File: src/rtl/cim_pkg.sv
// Shared types and helpers for the CIM crossbar write-port arbiter.
package cim_pkg;

  typedef enum logic [1:0] {
    s_arb_idle,
    s_arb_grant,
    s_arb_release
  } t_cim_arb_state;

  // Bit width needed to index n items; never narrower than one bit.
  function automatic int unsigned clog2w(input int unsigned n);
    return (n > 1) ? $clog2(n) : 1;
  endfunction

endpackage

File: src/rtl/cim_xbar_arbiter_rr_pick.sv
// Combinational round-robin selector: first eligible index after last.
module rr_pick
  import cim_pkg::*;
#(
  parameter int unsigned num_req = 4,
  parameter int unsigned ow      = 2
) (
  input  logic [num_req-1:0] eligible,
  input  logic [ow-1:0]      last,
  output logic [ow-1:0]      winner,
  output logic               valid
);

  // Scan last+1, last+2, ... wrapping, and keep the first hit.
  always_comb begin
    int unsigned idx;
    logic [ow-1:0] sel;
    idx    = 0;
    sel    = '0;
    winner = '0;
    valid  = 1'b0;
    for (int unsigned i = 1; i <= num_req; i++) begin
      idx = (32'(last) + i) % num_req;
      sel = idx[ow-1:0];
      if (!valid && eligible[sel]) begin
        valid  = 1'b1;
        winner = sel;
      end
    end
  end

endmodule

File: src/rtl/cim_xbar_arbiter.sv
// Round-robin arbiter sharing one CIM crossbar write port among num_req
// requesters. Non-owners see busy high and park in their idle state.
// Optional macro CIM_ARB_TIMEOUT_EN adds max_hold, o_timeout, a hold
// counter and a per-requester mask that forces release of long grants.
module cim_xbar_arbiter
  import cim_pkg::*;
#(
  parameter int unsigned num_req       = 4,
  parameter int unsigned xbar_size     = 256,
  parameter int unsigned datatype_size = 8,
`ifdef CIM_ARB_TIMEOUT_EN
  parameter int unsigned max_hold      = 1024,
`endif
  localparam int unsigned aw = clog2w(xbar_size),
  localparam int unsigned ow = clog2w(num_req),
  localparam int unsigned cw = clog2w(xbar_size * num_req + 1)
) (
  input  logic                                 clk,
  input  logic                                 rst,
  input  logic [num_req-1:0]                   i_req,
  input  logic [num_req-1:0]                   i_we,
  input  logic [num_req-1:0][aw-1:0]           i_addr,
  input  logic [num_req-1:0][datatype_size-1:0] i_data,
  input  logic                                 i_cim_busy,
  output logic [num_req-1:0]                   o_grant,
  output logic [num_req-1:0]                   o_req_busy,
  output logic                                 o_cim_we,
  output logic [aw-1:0]                        o_cim_addr,
  output logic [datatype_size-1:0]             o_cim_data,
  output logic [ow-1:0]                        o_owner,
  output logic [cw-1:0]                        o_write_count
`ifdef CIM_ARB_TIMEOUT_EN
  ,
  output logic                                 o_timeout
`endif
);

  t_cim_arb_state state, state_next;

  logic [num_req-1:0] eligible;
  logic [num_req-1:0] owner_onehot;
  logic [ow-1:0]      pick_idx;
  logic               pick_valid;
  logic               take_grant;
  logic               owner_req;
  logic               hold_expired;

  assign owner_onehot = {{(num_req-1){1'b0}}, 1'b1} << o_owner;
  assign owner_req    = i_req[o_owner];
  assign take_grant   = (state == s_arb_idle) && pick_valid && !i_cim_busy;

`ifdef CIM_ARB_TIMEOUT_EN
  localparam int unsigned hw = clog2w(max_hold);
  localparam logic [hw-1:0] hold_last = hw'(max_hold - 1);

  logic [hw-1:0]      hold_cnt;
  logic [num_req-1:0] mask;

  assign hold_expired = (state == s_arb_grant) && owner_req && (hold_cnt == hold_last);
  assign eligible     = i_req & ~mask;
  assign o_timeout    = hold_expired;

  // Count cycles spent in the current grant.
  always_ff @(posedge clk or negedge rst) begin
    if (!rst) hold_cnt <= '0;
    else if (state == s_arb_grant) hold_cnt <= hold_cnt + 1'b1;
    else hold_cnt <= '0;
  end

  // Mask a timed-out requester until it drops its request.
  always_ff @(posedge clk or negedge rst) begin
    if (!rst) mask <= '0;
    else mask <= (mask & i_req) | (hold_expired ? owner_onehot : '0);
  end
`else
  assign hold_expired = 1'b0;
  assign eligible     = i_req;
`endif

  rr_pick #(
    .num_req(num_req),
    .ow     (ow)
  ) u_pick (
    .eligible(eligible),
    .last    (o_owner),
    .winner  (pick_idx),
    .valid   (pick_valid)
  );

  // State register.
  always_ff @(posedge clk or negedge rst) begin
    if (!rst) state <= s_arb_idle;
    else state <= state_next;
  end

  // Next-state decision.
  always_comb begin
    state_next = state;
    unique case (state)
      s_arb_idle:    if (take_grant) state_next = s_arb_grant;
      s_arb_grant:   if (!owner_req || hold_expired) state_next = s_arb_release;
      s_arb_release: state_next = s_arb_idle;
      default:       state_next = s_arb_idle;
    endcase
  end

  // Owner register; reset value makes requester 0 the first winner.
  always_ff @(posedge clk or negedge rst) begin
    if (!rst) o_owner <= ow'(num_req - 1);
    else if (take_grant) o_owner <= pick_idx;
  end

  // Writes in the current grant, saturating, cleared on release.
  always_ff @(posedge clk or negedge rst) begin
    if (!rst) o_write_count <= '0;
    else if (state == s_arb_release) o_write_count <= '0;
    else if (o_cim_we && (o_write_count != '1)) o_write_count <= o_write_count + 1'b1;
  end

  // Grant, busy and crossbar port muxing from the current state.
  always_comb begin
    o_grant    = '0;
    o_req_busy = '1;
    o_cim_we   = 1'b0;
    o_cim_addr = '0;
    o_cim_data = '0;
    if (state == s_arb_grant) begin
      o_grant             = owner_onehot;
      o_req_busy[o_owner] = i_cim_busy;
      o_cim_we            = i_we[o_owner] & ~i_cim_busy;
      o_cim_addr          = i_addr[o_owner];
      o_cim_data          = i_data[o_owner];
    end
  end

endmodule

File: config.mk
export PLATFORM = sky130hd
export DESIGN_NAME = cim_xbar_arbiter
export DESIGN_NICKNAME = d
export VERILOG_FILES = /design/src/rtl/cim_pkg.sv /design/src/rtl/cim_xbar_arbiter_rr_pick.sv /design/src/rtl/cim_xbar_arbiter.sv
export SDC_FILE = /design/constraint.sdc
export NUM_CORES = 1
export LEC_CHECK = 0
export ABC_AREA = 1
export CAP_MARGIN = 15
export CORE_ASPECT_RATIO = 1.25
export CORE_MARGIN = 2
export CORE_UTILIZATION = 35
export CTS_BUF_LIST = sky130_fd_sc_hd__clkbuf_16
export DETAILED_ROUTE_END_ITERATION = 6
export DONT_BUFFER_PORTS = 1
export SLEW_MARGIN = 0
export SYNTH_ARGS = -nofsm -noshare
export SYNTH_HDL_FRONTEND = slang
export SYNTH_SLANG_ARGS = --single-unit
File: constraint.sdc
create_clock -name clk -period 4.1 [get_ports clk]
set_input_delay 0.615 -clock clk [delete_from_list [all_inputs] [get_ports clk]]
set_output_delay 0.615 -clock clk [all_outputs]
set_load 0.05 [all_outputs]
==> run_results.csv <==
group,metric,value,unit
run_status,outcome,"finished, final reports clean",
final_layout,area_growth,11.23,%
drt,ant_nets,0,
logic_synthesis,ys_warn_count,0,
floorplan,num_rows,28,
global_routing,grt_usage,17.05,%
final_layout,multi_input_area,0.001194,sq mm
clock_network,numCtsBuffers,3,
power_and_ir_drop,ir_drop,0.7464,mV
setup_path,arrival,2.46,ns
clock_network,cts.reportedPaths.clkPinSlew,0.05,ns
power_and_ir_drop,power.share.clock,11.4,%
logic_synthesis,synthesis.area,0.001738,sq mm
floorplan,die_area,0.005549,sq mm
setup_path,cpLargestDelayFamily,"flip-flops",
logic_synthesis,synth_cell_types,29,
power_and_ir_drop,power.total,0.001721,W
clock_network,cts_setup_buffers,0,
sta,tns,0,ns
setup_path,max_stage_delay,0.78,ns
logic_synthesis,synthesis.nets,379,
floorplan,die_x,67.03,microns
final_layout,nFillCells,510,
sta,slew_violations,0,
placement,dp_hpwl,3822,microns
placement,dp_slack,1.279,ns
drt,vias_per_cell,5.182,
global_routing,antenna_found_initial,0,
worst_hold_path,hold_class,"in2async",
setup_path,criticalPathCategory,"reg2out",
clock_network,cts-root-buf,"clkbuf_16",
setup_path,startpoint_type,"flip-flop",
setup_path,critical_path_required,3.48,ns
sta,slew_headroom,35.28,%
drt,drc,0,
clock_network,clkSinkCount,15,
logic_synthesis,syn-instance-count,299,
final_layout,regArea,377.9,sq um
power_and_ir_drop,power_frac_comb,68.7,%
power_and_ir_drop,p_switching,0.001079,W
power_and_ir_drop,pwr-share-seq,19.9,%
drt,dr.pass1.iters,4,
setup_path,crit_path_top_delay_cell,"dfstp_2",
sta,fin_ws,1.020,ns
sta,worstMarginPinSlew,0.9672,ns
placement,finalWeightedCongestion,0.8388,
drt,vias,1881,
setup_path,timing.critical_path.buf_inv,2,
power_and_ir_drop,leakage,0.9417,nW
sta,finalClockSkew,0.001834,ns
sta,fin_crit,3.080,ns
sta,rsz0062_at_grt,"no",
clock_network,htreeDepth,1,
floorplan,start_util,36.48,%
final_layout,insertedDiodeCount,0,
sta,setup_viol,0,
clock_network,clk_latency,0.25,ns
drt,wl,4987,microns
global_routing,grt_pass1_wl,7341,microns
global_routing,first_global_vias,1673,
global_routing,grt_overflow_total,0,
power_and_ir_drop,p_int,0.0006427,W
drt,drt_iter0_markers,100,
setup_path,path_cells,"buf_4, ha_1, inv_1, nor2_1",
placement,io_buffer_count,0,
sta,timing.fmax,0.3247,GHz
sta,fin_crit_sh,75.12,%
clock_network,cts_tree,"done",
final_layout,drive_above_1_share,12.54,%
final_layout,nNetsFinal,384,
clock_network,cts_hold_buf,0,
power_and_ir_drop,switching_share,62.66,%
logic_synthesis,ys_ff_latch,15,
sta,hold_slack,0.05430,ns
setup_path,crit_path_max_fanout,23,
floorplan,core_area,0.004765,sq mm
floorplan,fp.dieH,82.79,microns
clock_network,clock_path_buffers,2,
clock_network,cts.repair.resized,0,
global_routing,grt_max_degree,42,
sta,hold_viol,0,
drt,wire_per_inst,13.74,microns
setup_path,cp-end-kind,"primary output",
floorplan,ios,113,
logic_synthesis,avgSynthCellArea,5.812,sq um
run,maxCapViolations,0,
power_and_ir_drop,powerDensity,890.4,mW/mm^2
logic_synthesis,ys_seq_area_share,21.74,%
## cells in the final DEF, fill, tap and decap left out, drive strengths merged
cell type and instances:
dfstp 2, dfrtp 13, a21oi 17, clkbuf 3, inv 21, nand3 25
nand3b 4, o211ai 1, ha 5, o21ai 40, xor2 7, nand4 2
clkinv 1, nand2 61, buf 17, xnor2 1, nor3 3, or2 1
nor2 79
## Yosys cell counts (all sizes together)
| master | number | area share [%] |
|---|---|---|
| o211ai | 1 | 0.72 |
| nand2 | 61 | 14 |
| xor2 | 7 | 3.5 |
| nor3 | 3 | 0.86 |
| o21ai | 40 | 12 |
| xnor2 | 1 | 0.50 |
| nand3 | 25 | 7.8 |
| buf | 11 | 3.7 |
| clkbuf | 6 | 1.3 |
| ha | 5 | 3.6 |
| nand3b | 4 | 1.7 |
| inv | 21 | 4.5 |
| nor2 | 79 | 18 |
| dfrtp | 13 | 19 |
| or2 | 1 | 0.36 |
| a21oi | 17 | 5.1 |
| dfstp | 2 | 3.0 |
| nand4 | 2 | 1.1 |
## cell families after synthesis
group | share of synthesized area [%]
buffers and inverters | 9.574
XOR/XNOR | 4.032
AO/OA/AOI/OAI | 17.35
adder cells (fa/ha/maj) | 3.600
flip-flops | 21.74
AND/OR/NAND/NOR | 43.70
## path summary, 6_finish.rpt
kind                                  from          endpoint  slack (ns)  depth (start not counted)
worst max-delay path            o_owner[0]        o_grant[3]        1.02                          4
worst min-delay path                   rst  o_write_count[3]        0.05                          0
worst max register to register  o_owner[1]          state[0]        1.32                          9
worst min register to register    state[1]        o_owner[1]        0.55                          3
max in group asynchronous              rst        o_owner[1]        3.88                          0
min in group clk                i_cim_busy        o_owner[1]        0.55                          3
## stage by stage
step / std cells / cell area (sq um) / util (%)
after floorplan: 299 / 1738 / -
after global placement: 359 / 1853 / 38.89
after detailed placement: 359 / 1853 / 38.89
after CTS: 363 / 1933 / 40.57
after global routing: 363 / 1933 / 40.57
final: 363 / 1933 / 40.57
## flip-flops by register name, summed over array words and instances (netlist names)
name / flops
o_owner: 2
o_write_count: 11
state: 2
## power by group through the flow
stage                     combinational (W)  clock [W]  sequential, W
final                               0.00118   0.000196       0.000343
after floorplan                     0.00101          0       0.000301
after detailed placement            0.00119          0       0.000345
after CTS                           0.00119   0.000199       0.000343
after global placement              0.00119          0       0.000343
after global routing                0.00130   0.000207       0.000356
## metal layers
| layer | global-route usage (%) | share of wire [%] | vias to the layer above |
|---|---|---|---|
| li1 | - | - | 968 |
| met3 | 4.049 | 9.4 | 5 |
| met1 | 19.06 | 38 | 818 |
| met5 | 0 | 0 | - |
| met4 | 6.122 | 1.4 | 0 |
| met2 | 31.09 | 51 | 90 |
## cell type report
class	instances	area share, %
clock inverters	1	0.2589
well taps	60	3.884
inverters	21	4.078
clock buffers	3	3.884
repair buffers	17	6.602
multi-input cells	246	61.75
flip-flops and latches	15	19.55
Power figures use the tool's default switching activity.
